<file path="src/rtl/uart_pkg.sv">
// Shared definitions for the UART receiver: FSM state encoding, parity-mode
// constants and the bit-timer width helper.
package uart_pkg;

    typedef enum logic [2:0] {
        ST_IDLE      = 3'd0,
        ST_START     = 3'd1,
        ST_DATA      = 3'd2,
        ST_PARITY    = 3'd3,
        ST_STOP      = 3'd4,
        ST_WAIT_IDLE = 3'd5
    } rx_state_t;

    localparam logic PARITY_EVEN     = 1'b0;
    localparam logic PARITY_ODD_MODE = 1'b1;

    // Width of the bit timer; it only ever holds values up to CLKS_PER_BIT-1.
    function automatic int cnt_width(input int clks_per_bit);
        return $clog2(clks_per_bit);
    endfunction

endpackage

</file>
<file path="src/rtl/uart_fifo_sync.sv">
// Synchronous first-word-fall-through FIFO; the head entry is presented
// combinationally and a push into a full FIFO is dropped with an overrun pulse.
module uart_fifo_sync #(
    parameter int WIDTH = 8,
    parameter int DEPTH = 4,
    localparam int AW = $clog2(DEPTH),
    localparam int LW = $clog2(DEPTH + 1)
) (
    input  logic             clk,
    input  logic             rst_n,
    input  logic             push,
    input  logic [WIDTH-1:0] push_data,
    output logic             overrun,
    input  logic             pop,
    output logic [WIDTH-1:0] rd_data,
    output logic             valid,
    output logic [LW-1:0]    level
);

    logic [WIDTH-1:0] mem [DEPTH];
    logic [AW-1:0]    wr_ptr;
    logic [AW-1:0]    rd_ptr;
    logic             full;
    logic             do_pop;
    logic             do_push;

    assign full    = (level == LW'(DEPTH));
    assign valid   = (level != '0);
    assign rd_data = mem[rd_ptr];
    assign do_pop  = pop && valid;
    // A pop in the same cycle frees the slot, so a push into a full FIFO still lands.
    assign do_push = push && (!full || do_pop);

    always_ff @(posedge clk or negedge rst_n) begin
        if (!rst_n) begin
            wr_ptr  <= '0;
            rd_ptr  <= '0;
            level   <= '0;
            overrun <= 1'b0;
        end else begin
            overrun <= push && !do_push;
            if (do_push) wr_ptr <= wr_ptr + AW'(1);
            if (do_pop)  rd_ptr <= rd_ptr + AW'(1);
            case ({do_push, do_pop})
                2'b10:   level <= level + LW'(1);
                2'b01:   level <= level - LW'(1);
                default: level <= level;
            endcase
        end
    end

    always_ff @(posedge clk) begin
        if (do_push) mem[wr_ptr] <= push_data;
    end

endmodule

</file>
<file path="src/rtl/uart_rx_fifo.sv">
// Parametrised UART receiver feeding an internal FWFT FIFO drained via valid/ready.
// Optional parity checking is enabled by defining UART_RX_PARITY_EN.
//
// state      | meaning
// -----------+-----------------------------------------------------------
// IDLE       | line idle, waiting for a falling edge on rx_s
// START      | timing to mid start bit, rejects false starts
// DATA       | sampling DATA_BITS data bits, LSB first
// PARITY     | sampling and checking the parity bit (parity build only)
// STOP       | sampling STOP_BITS stop bits, pushing the word on success
// WAIT_IDLE  | after an error, waiting for the line to return high
module uart_rx_fifo
    import uart_pkg::*;
#(
    parameter int CLKS_PER_BIT = 8,
    parameter int DATA_BITS    = 8,
    parameter int STOP_BITS    = 1,
    parameter int FIFO_DEPTH   = 4,
    parameter int PARITY_ODD   = 0
) (
    input  logic                             clk,
    input  logic                             rst_n,
    input  logic                             rx,
    output logic [DATA_BITS-1:0]             m_data,
    output logic                             m_valid,
    input  logic                             m_ready,
    output logic [$clog2(FIFO_DEPTH+1)-1:0]  level,
    output logic                             busy,
    output logic                             frame_err,
    output logic                             parity_err,
    output logic                             overrun
);

    localparam int CW = cnt_width(CLKS_PER_BIT);
    localparam int BW = $clog2(DATA_BITS);

    localparam logic [CW-1:0] HALF_LOAD = CW'(CLKS_PER_BIT / 2 - 1);
    localparam logic [CW-1:0] FULL_LOAD = CW'(CLKS_PER_BIT - 1);
    localparam logic [BW-1:0] BITS_LOAD = BW'(DATA_BITS - 1);
    localparam logic          STOP_LOAD = (STOP_BITS == 2);

    if (CLKS_PER_BIT < 4) begin : g_bad_clks
        $error("uart_rx_fifo: CLKS_PER_BIT must be at least 4");
    end
    if (DATA_BITS < 5 || DATA_BITS > 9) begin : g_bad_data
        $error("uart_rx_fifo: DATA_BITS must be 5..9");
    end
    if (STOP_BITS < 1 || STOP_BITS > 2) begin : g_bad_stop
        $error("uart_rx_fifo: STOP_BITS must be 1 or 2");
    end
    if (FIFO_DEPTH < 2 || (FIFO_DEPTH & (FIFO_DEPTH - 1)) != 0) begin : g_bad_depth
        $error("uart_rx_fifo: FIFO_DEPTH must be a power of two, at least 2");
    end
    if (PARITY_ODD != int'(PARITY_EVEN) && PARITY_ODD != int'(PARITY_ODD_MODE)) begin : g_bad_par
        $error("uart_rx_fifo: PARITY_ODD must be 0 or 1");
    end

    rx_state_t             state;
    logic                  rx_meta;
    logic                  rx_s;
    logic                  rx_prev;
    logic [CW-1:0]         bit_cnt;
    logic [BW-1:0]         bits_left;
    logic                  stop_left;
    logic [DATA_BITS-1:0]  shreg;
    logic                  push_req;
    logic                  tick;

    assign tick = (bit_cnt == '0);
    assign busy = (state != ST_IDLE);

`ifdef UART_RX_PARITY_EN
    localparam logic PAR_MODE = (PARITY_ODD != 0) ? PARITY_ODD_MODE : PARITY_EVEN;
    logic parity_err_q;
    assign parity_err = parity_err_q;
`else
    assign parity_err = 1'b0;
`endif

    always_ff @(posedge clk or negedge rst_n) begin
        if (!rst_n) begin
            state     <= ST_IDLE;
            rx_meta   <= 1'b1;
            rx_s      <= 1'b1;
            rx_prev   <= 1'b1;
            bit_cnt   <= '0;
            bits_left <= '0;
            stop_left <= 1'b0;
            shreg     <= '0;
            push_req  <= 1'b0;
            frame_err <= 1'b0;
`ifdef UART_RX_PARITY_EN
            parity_err_q <= 1'b0;
`endif
        end else begin
            rx_meta   <= rx;
            rx_s      <= rx_meta;
            rx_prev   <= rx_s;
            push_req  <= 1'b0;
            frame_err <= 1'b0;
`ifdef UART_RX_PARITY_EN
            parity_err_q <= 1'b0;
`endif
            case (state)
                ST_IDLE: begin
                    if (rx_prev && !rx_s) begin
                        state   <= ST_START;
                        bit_cnt <= HALF_LOAD;
                    end
                end
                ST_START: begin
                    if (!tick) begin
                        bit_cnt <= bit_cnt - CW'(1);
                    end else if (rx_s) begin
                        state <= ST_IDLE;
                    end else begin
                        state     <= ST_DATA;
                        bit_cnt   <= FULL_LOAD;
                        bits_left <= BITS_LOAD;
                    end
                end
                ST_DATA: begin
                    if (!tick) begin
                        bit_cnt <= bit_cnt - CW'(1);
                    end else begin
                        shreg   <= {rx_s, shreg[DATA_BITS-1:1]};
                        bit_cnt <= FULL_LOAD;
                        if (bits_left == '0) begin
`ifdef UART_RX_PARITY_EN
                            state <= ST_PARITY;
`else
                            state     <= ST_STOP;
                            stop_left <= STOP_LOAD;
`endif
                        end else begin
                            bits_left <= bits_left - BW'(1);
                        end
                    end
                end
`ifdef UART_RX_PARITY_EN
                ST_PARITY: begin
                    if (!tick) begin
                        bit_cnt <= bit_cnt - CW'(1);
                    end else if (rx_s != ((^shreg) ^ PAR_MODE)) begin
                        parity_err_q <= 1'b1;
                        state        <= ST_WAIT_IDLE;
                    end else begin
                        state     <= ST_STOP;
                        bit_cnt   <= FULL_LOAD;
                        stop_left <= STOP_LOAD;
                    end
                end
`endif
                ST_STOP: begin
                    if (!tick) begin
                        bit_cnt <= bit_cnt - CW'(1);
                    end else if (!rx_s) begin
                        frame_err <= 1'b1;
                        state     <= ST_WAIT_IDLE;
                    end else if (!stop_left) begin
                        push_req <= 1'b1;
                        state    <= ST_IDLE;
                    end else begin
                        stop_left <= 1'b0;
                        bit_cnt   <= FULL_LOAD;
                    end
                end
                ST_WAIT_IDLE: begin
                    if (rx_s) state <= ST_IDLE;
                end
                default: state <= ST_IDLE;
            endcase
        end
    end

    uart_fifo_sync #(
        .WIDTH (DATA_BITS),
        .DEPTH (FIFO_DEPTH)
    ) u_fifo (
        .clk       (clk),
        .rst_n     (rst_n),
        .push      (push_req),
        .push_data (shreg),
        .overrun   (overrun),
        .pop       (m_ready),
        .rd_data   (m_data),
        .valid     (m_valid),
        .level     (level)
    );

endmodule

</file>
<file path="config.mk">
export PLATFORM = sky130hd
export DESIGN_NAME = uart_rx_fifo
export DESIGN_NICKNAME = d
export VERILOG_FILES = /design/src/rtl/uart_pkg.sv /design/src/rtl/uart_fifo_sync.sv /design/src/rtl/uart_rx_fifo.sv
export SDC_FILE = /design/constraint.sdc
export NUM_CORES = 1
export LEC_CHECK = 0
export ABC_AREA = 1
export CAP_MARGIN = 20
export CORE_ASPECT_RATIO = 1.1
export CORE_MARGIN = 1.5
export CORE_UTILIZATION = 55
export CTS_BUF_LIST = sky130_fd_sc_hd__clkbuf_4 sky130_fd_sc_hd__clkbuf_8 sky130_fd_sc_hd__clkbuf_16
export DETAILED_ROUTE_END_ITERATION = 16
export PLACE_DENSITY = 0.75
export SYNTH_ARGS = -nofsm -noshare
export SYNTH_HDL_FRONTEND = slang
export SYNTH_HIERARCHICAL = 1
export SYNTH_SLANG_ARGS = --single-unit
</file>
<file path="constraint.sdc">
create_clock -name clk -period 4.4 [get_ports clk]
set_input_delay 0.44 -clock clk [delete_from_list [all_inputs] [get_ports clk]]
set_output_delay 0.44 -clock clk [all_outputs]
set_load 0.03 [all_outputs]
</file>
Yosys cells after proc, flatten, opt, wreduce, memory -nomap -nowiden

Memory sizes are Yosys's and may differ from the RTL's.
Cells that the tools add are included.

Register bits after elaboration: 31
Memory bits (writable): 32
Input bits: 4
Output and inout port bits: 16
Logic and storage cells: 100
Memories kept: 1

Memory list:

| memory     | words | width | rd ports | clocked after memory_dff | wr ports | line                 | RTL |
|---|---|---|---|---|---|---|---|
| u_fifo.mem | 4     | 8     | 1        | 0                        | 1        | uart_fifo_sync.sv:20 | `logic [WIDTH-1:0] mem [DEPTH];` |

Add/sub/neg operators: 6
Eq/ne operators: 20
Muxes and demuxes: 37
Reductions and logical operators: 22

Operators with widths:

| kind                                                                  | count |
|---|---|
| 3-bit two-way mux                                                     | 18 |
| 2-bit inequality test, second input constant                          | 9 |
| 3-bit case mux with 5 select lines                                    | 1 |
| 5-bit AND reduction                                                   | 3 |
| 1-bit two-way mux                                                     | 13 |
| 3-bit inequality test, second input constant                          | 4 |
| 3-bit case mux with 2 select lines                                    | 2 |
| 3-bit case mux with 4 select lines                                    | 1 |
| 3-bit equality test, second input constant                            | 3 |
| 3-bit zero test                                                       | 3 |
| 3-bit by 1-bit subtractor with 3-bit output, second input constant    | 3 |
| 7-bit AND reduction                                                   | 1 |
| 2-bit nonzero test                                                    | 3 |
| 3-bit nonzero test                                                    | 2 |
| 2-bit by 1-bit adder with 2-bit output, second input constant         | 2 |
| 1-bit logical AND                                                     | 4 |
| 4-bit nonzero test                                                    | 1 |
| 3-bit by 1-bit adder with 3-bit output, second input constant         | 1 |
| 3-bit by 1-bit equality test with 1-bit output, second input constant | 1 |
| 3-bit by 2-bit equality test with 1-bit output, second input constant | 1 |
| 1-bit zero test                                                       | 3 |
| 2-bit by 1-bit equality test with 1-bit output, second input constant | 1 |
| 2-bit equality test, second input constant                            | 1 |
| 2-bit two-way mux                                                     | 1 |
| 3 further kinds                                                       | 3 |

Longest topological paths before layout

Gate-level depths: netlist of run 1.

Word-level depth: 6
Depth in mapped cells: 9
Gate-level depth less buffers: 9

Hierarchy

Netlist of run 1, hierarchy kept.

By module, submodules not included:

| module         | instances | cells an instance | area an instance (um^2) | seq. area each (um^2) |
|---|---|---|---|---|
| uart_fifo_sync | 1         | 136               | 1,664.1                 | 1,161.1 |
| uart_rx_fifo   | 1         | 135               | 1,166.1                 | 554.3 |

Worst setup path before layout of run 1

Ideal clock, no wire load.

Path type: register -> register
Start point: register u_fifo.level[0]
End point: register u_fifo.level[2]
Library setup time: 63 ps
Data arrival time: 1,743 ps
Data required time: 4,337 ps
Setup slack: 2,595 ps
Stages on the path, launching flop included: 10
Path buffers: 0
Period minus slack after synthesis: 1,805 ps
Path through: dfrtp_1 nor2_1 nand2_2 nand3_1 fa_1 inv_1 nand4_1 nand3_1 nand2_1 inv_1

Word-level cells in the longest chain between the ends: 6
Elaborated cells between the ends (all ways): 12
Those cells by class: add/sub: 2; eq/ne: 3; mux: 1; reduce/logical: 6

RTL lines:

| element                                                                               | line                 | RTL |
|---|---|---|
| start: declaration                                                                    | uart_fifo_sync.sv:17 | `output logic [LW-1:0] level` |
| start signal: assignment                                                              | uart_fifo_sync.sv:45 | `2'b10: level <= level + LW'(1);` |
| start signal: assignment                                                              | uart_fifo_sync.sv:46 | `2'b01: level <= level - LW'(1);` |
| start signal: assignment                                                              | uart_fifo_sync.sv:47 | `default: level <= level;` |
| 3-bit nonzero test *                                                                  | uart_fifo_sync.sv:28 | `assign valid = (level != '0);` |
| named net m_valid                                                                     | uart_rx_fifo.sv:25   | `output logic m_valid,` |
| 1-bit logical AND *                                                                   | uart_fifo_sync.sv:30 | `assign do_pop = pop && valid;` |
| 1-bit logical OR                                                                      | uart_fifo_sync.sv:32 | `assign do_push = push && (!full \|\| do_pop);` |
| 1-bit logical AND                                                                     | uart_fifo_sync.sv:32 |  |
| 2-bit by 1-bit equality test with 1-bit output or 2-bit equality test (tied branches) | uart_fifo_sync.sv:44 | `case ({do_push, do_pop})` |
| 3-bit case mux with 2 select lines or 2-bit nonzero test (tied branches)              | -                    |  |

The timed path passes the listed nets; every way through them passes the cells marked *.
A chain may end at the register's enable or synchronous reset.

Worst setup path in the final report of run 1

Start point: register u_fifo.rd_ptr[0]
End point: output m_data[0]

Word-level cells in the longest chain between the ends: 1

RTL lines:

| element                  | line                 | RTL |
|---|---|---|
| start: declaration       | uart_fifo_sync.sv:22 | `logic [AW-1:0] rd_ptr;` |
| start signal: assignment | uart_fifo_sync.sv:43 | `if (do_pop) rd_ptr <= rd_ptr + AW'(1);` |
| memory 4 x 8 bit         | -                    |  |
| end: declaration         | uart_rx_fifo.sv:24   | `output logic [DATA_BITS-1:0] m_data,` |

No other way between the ends.

==> run metrics, run 1 <==
Comb pwr share=between 40% and 50%; switching share of power=about two fifths; DRC violations left=0; clock sinks=62; Seq/Total Area, Yosys=60.6%; multiplexer share of the synthesized area=0%; mean post-synth cell area=about 10 um^2; CTS Root Cell=clkbuf_8; met1 usage=24.3%; critical path cell sequence=inv_1, o21ai_0, o22ai_1, clkdlybuf4s50_1; clk_skew=8.41 ps; Synth area leaders=edfxtp_1 34%, dfrtp_1 24%, nand2_1 5.7%; WL/cell=roughly 13 um; Max Slew Vio Count=0; Buf/Inv on CP=2; layout cells sized above 1=between 10% and 20%; critical path class=flip-flop to output pin; die footprint=0.00559 mm^2; internal power=around 0.0014 W; post-detail-place hpwl=~3300 um; TritonCTS clock tree=built; placed insts=342; HP Class=flip-flop to flip-flop; CP max-delay cell=clkdlybuf4s50_1; routability congestion estimate=~0.8; Ports=20; Power Density=743 mW/mm^2; Max-slew headroom=47.6%; synth cell count leaders=43 x nand2_1, 38 x nor2_1, 32 x edfxtp_1; Routed Wire Length=4700 um; setup_tns=0 ps; syn nets=around 280; antenna violations before repair=0; H-tree depth=3; Final Util=65.7%; initial drt markers=just under 80; vias in the first global route=1,772; Clk Latency, worst-skew pair=340 ps; number of fill cells=399; Peak Freq=371 MHz; setup violators final=0; Max Cap Violations=0; status=finished, final reports clean; cts hold-fix bufs=0; Period minus WS final=2690 ps; Peak VDD IR=0.420 mV; via count=1,848; Data arrival, critical path=2250 ps; GRT Max-Usage Layer=met2; Layout Cells excl Fill=358; count of cell types in the netlist=31; Mapped Area=roughly 0.0028 mm^2; top-area cell type share of the netlist area=34.0%; first-pass GRT wire length=8000 um; final hold violation count=0; Layout Nets=slightly above 300; area leader, netlist=edfxtp_1; EDFF count, synth=32; Clock Path Buffers=2; sequential share of power=35.4%; Slew @ Worst Pin=783 ps; Post-Synth XOR/XNOR Area=between 1 and 1.5%; area share of fa/ha/maj cells after synthesis=4.24%; most common cell in the netlist=nand2_1; largest net degree at the start of global routing=31; Critical Path Sink Type=output pin; Die Ht=78.2 um; Initial Util=57.0%; crit-path max cell delay=approximately 690 ps; RSZ-0062 raised after global routing=false; Post-Synth Simple-Gate Area=between 10% and 20%; leakage power=between 1 and 1.5 nW; total track usage=19.0%; floorplan core area=slightly below 0.005 mm^2; Reg clk slew, reported paths=70 ps; Pwr Total=0.00242 W; n_diodes=0; Final Cycle Share=61.2%; startpoint types=flip-flop; die width=71.4 um; post-CTS setup buffer count=0; post-CTS sizing=0; P&R area growth vs syn=15.3%; CP max FO=18; M2 GR Usage=between 20% and 30%; Num CTS Buffers=9; Synth Warn #=6; DR pass1 iterations=4; #FFs+latches synth=62; async set-reset flop share out of synthesis=48.4%; gr ovfl total=0; CP top delay family=buffers and inverters; Synth Area in Compound Gates=8.75%; largest family of logic cells by synthesized area=simple AND/OR/NAND/NOR gates; DRT antenna net count=0; Syn Inst Count=271; I/O Buffers=18; NetSw=a little under 0.001 W; row count=27; Required @ worst endpoint=3960 ps; GR Util met3=6.29%; DR vias/cell=5.16; clock power share=22.0%; ys flop type=edfxtp_1
==> routing by layer <==
layer	part of all wire [%]	vias to the layer above
met3	3.9	9
met2	48	35
met5	0	-
met1	46	865
li1	-	939
met4	2.0	0
==> power groups by stage <==
stage / Sequential [W] / Combinational [W] / Clock [W]
floorplan: 0.000842 / 0.000778 / 0
global placement: 0.000863 / 0.00102 / 0
detailed placement: 0.000867 / 0.00104 / 0
CTS: 0.000857 / 0.00104 / 0.000543
global route: 0.000875 / 0.00117 / 0.000570
finish: 0.000857 / 0.00103 / 0.000534
==> worst register-to-register path: stages (launching register included) <==
cell	delay [ps]
dfrtp_1	390
inv_1	100
nor2_1	50
nand2_1	140
nand2_2	130
nor2_1	620
==> flip-flops by register name (all words and copies together) (netlist names) <==
name and cells:
rx_s 1, u_fifo/mem 32, push_req 1, rx_prev 1
u_fifo/level 3, u_fifo/wr_ptr 2, bits_left 3, rx_meta 1
state 3, u_fifo/rd_ptr 2, shreg 8, bit_cnt 3
frame_err 1, u_fifo/overrun 1
==> final cells by class <==
type                    count  area, um^2  area share [%]
clock buffers               9         124            3.80
repair buffers             19         188            5.75
clock inverters             7        88.8            2.72
multi-input cells         169         945            28.9
well taps                  58        72.6            2.22
inverters                  34         130            3.99
flip-flops and latches     62        1720            52.6
==> path summary, 6_finish.rpt <==
check                                 start                to  slack [ps]  depth (start not counted)
min in group asynchronous             rst_n  u_fifo/rd_ptr[1]         480                          2
max                        u_fifo/rd_ptr[0]         m_data[0]        1710                          4
max reg2reg                 u_fifo/level[2]  u_fifo/mem[2][2]        2600                          5
min reg2reg                         rx_meta              rx_s         360                          0
max in group asynchronous             rst_n           rx_meta        3600                          2
min                                 rx_meta              rx_s         360                          0
==> kinds of logic after synthesis <==
kind of cell	count (synthesis)
XOR/XNOR	4
flip-flops	62
other	1
buffers and inverters	40
adder cells (fa/ha/maj)	9
AND/OR/NAND/NOR	116
AO/OA/AOI/OAI	39
==> cells in the final DEF, fill, tap and decap left out <==
master	synthesis	routed
inv_1	31	31
nand3_1	13	13
clkinvlp_4	0	2
a21oi_1	2	2
a21oi_2	3	3
inv_4	1	1
o21bai_1	2	2
clkinv_2	0	2
clkinv_1	0	1
clkbuf_8	0	9
clkdlybuf4s50_1	0	18
dfstp_2	3	3
nor2_1	38	38
bufinv_16	0	2
edfxtp_1	32	32
nand4_1	5	5
xnor2_1	1	1
or2_2	1	1
o22ai_1	8	8
nor2_4	1	1
nand3_2	3	3
fa_1	1	1
dfrtp_1	27	27
o21ai_2	7	7
xor2_1	3	3
nand2_4	3	3
nor2_2	2	2
inv_2	2	2
buf_4	2	1
ha_1	8	8
nand2_1	43	43
conb_1	1	1
o21ai_0	17	17
nand2_2	7	7
==> through the flow <==
stage          setup slack [ps]  cell area (um^2)  hold slack (ps)
3_5_place_dp               2030              3050              348
5_1_grt                    1490              3260              367
3_3_place_gp               2080              3050              352
2_1_floorplan              2590              2830              144
6_report                   1710              3260              361
4_1_cts                    1670              3260              362
Note: power is estimated with default switching activity, not from simulation.
==> inputs of run 2 (changes only) <==
- clock period: 4.4 -> 2.54 ns (I/O delays scaled with it)
==> run metrics, run 2 (same netlist as run 1, synthesis figures left out) <==
Buf/Inv on CP=2; routability congestion estimate=0.828; Critical Path Sink Type=output pin; clk_skew=approximately 5.6 ps; Num CTS Buffers=9; WL met1=2180 um; DRT antenna net count=0; worst slack, placed=506 ps; length of routed met3 wiring=119 um; floorplan core area=between 0.004 and 0.005 mm^2; n_diodes=0; post-CTS sizing=0; H-tree depth=3; DRC violations left=0; largest net degree at the start of global routing=31; clock sinks=62; post-CTS setup buffer count=0; Initial Util=a little under three fifths; most common cell after layout, fill and taps aside=nand2_1; CP max-delay cell=clkdlybuf4s50_1; crit-path max cell delay=690 ps; Data arrival, critical path=around 2000 ps; FF-to-FF Start=u_fifo/level[2]; Placement Cell Area=about 0.0031 mm^2; number of fill cells=389; Pwr Total=0.00421 W; Max-slew headroom=54.8%; DR vias/cell=5.06; total track usage=a little under a fifth; top layer in use=met4; routed length on met2=between 2000 and 2500 um; crit path from=u_fifo/rd_ptr[0]; final instance area=0.00327 mm^2; die width=71.4 um; layout cells sized above 1=between 15 and 20%; final hold violation count=0; Layout Nets=310; register area=0.00172 mm^2; Final Cycle Share=89.4%; Peak VDD IR=~0.94 mV; max FFs per register=32; final worst slack=270 ps; critical path class=flip-flop to output pin; setup violators final=0; vias in the first global route=1,740; Ports=20; gr ovfl total=0; most frequent cells in the layout=43 x nand2_1, 38 x nor2_1, 32 x edfxtp_1, 31 x inv_1, 27 x dfrtp_1; Slew @ Worst Pin=675 ps; Clk Latency, worst-skew pair=330 ps; Required @ worst endpoint=~2300 ps; die footprint=0.00559 mm^2; Max Slew Vio Count=0; RSZ-0062 raised after global routing=false; Routed Wire Length=4580 um; Critical Path Stages=4; WL/cell=12.7 um; critical path cell sequence=inv_1, o21ai_0, o22ai_1, clkdlybuf4s50_1; CP top delay family=buffers and inverters; P&R area growth vs syn=15.6%; status=finished, final reports clean; Die Ht=about 78 um; antenna violations before repair=0; DR pass1 iterations=4; HP Class=input pin to asynchronous set/reset pin; FF-to-FF setup slack=830 ps; Period minus WS final=2270 ps; hold slack final=309 ps; reg2reg end=u_fifo/mem[2][0]; footprint of the multi-input gates=945 um^2; leakage power=1.47 nW; Clock Path Buffers=2; first-pass GRT wire length=7840 um; post-detail-place hpwl=3280 um; startpoint types=flip-flop; CP max FO=17; R2R depth=5; row count=27; CTS Root Cell=clkbuf_8; Peak Freq=441 MHz; I/O Buffers=18; cts hold-fix bufs=0; top flop regs=u_fifo/mem x32, shreg x8; Reg clk slew, reported paths=approximately 60 ps; TritonCTS clock tree=built; via count=approximately 1.8k; Max Cap Violations=0; initial drt markers=114; setup_tns=0 ps; Power Density=1290 mW/mm^2; Biggest register=u_fifo/mem
-- run 2: cell count changes in the layout (fill, tap and decap cells not counted) --
cell / previous run / this run
buf_4: 1 / 3
clkbuf_4: 0 / 1
clkinv_1: 1 / 3
clkinv_2: 2 / 1
clkinvlp_4: 2 / 0
-- run 2: worst max path at each step --
stage	slack, ps	end
finish	270	m_data[7]
global route	110	m_data[0]
CTS	230	m_data[7]
detailed placement	510	u_fifo/mem[2][2]
global placement	570	u_fifo/mem[2][3]
floorplan	730	u_fifo/level[2]
-- run 2: layer usage --
layer	global-route usage [%]	up-vias
met4	9.62	0
met1	23.5	849
met2	29.4	25
met5	0	-
li1	-	942
met3	5.39	7
-- run 2: layout make-up --
type	instances	area share [%]
clock inverter	6	2.33
multi-input combinational	169	28.9
timing repair buffer	21	6.19
sequential	62	52.4
tap	58	2.22
inverter	34	3.98
clock buffer	10	4.01
-- run 2: power breakdown --
part / switching, W / total (W) / internal [W]
sequential: 0.000185 / 0.00146 / 0.00127
combinational: 0.00116 / 0.00185 / 0.000686
clock: 0.000355 / 0.000906 / 0.000551
-- run 2: metrics by stage --
step | utilization, % | instances
2_1_floorplan | - | 271
3_3_place_gp | 61.7 | 344
3_5_place_dp | 61.7 | 344
4_1_cts | 65.9 | 360
5_1_grt | 65.9 | 360
6_report | 65.9 | 360
==> inputs of run 3 (changes only) <==
- CTS_CLUSTER_DIAMETER: default -> 120
==> results of run 3 <==
Same layout as run 2: the final DEF is identical, and so are final timing and power.
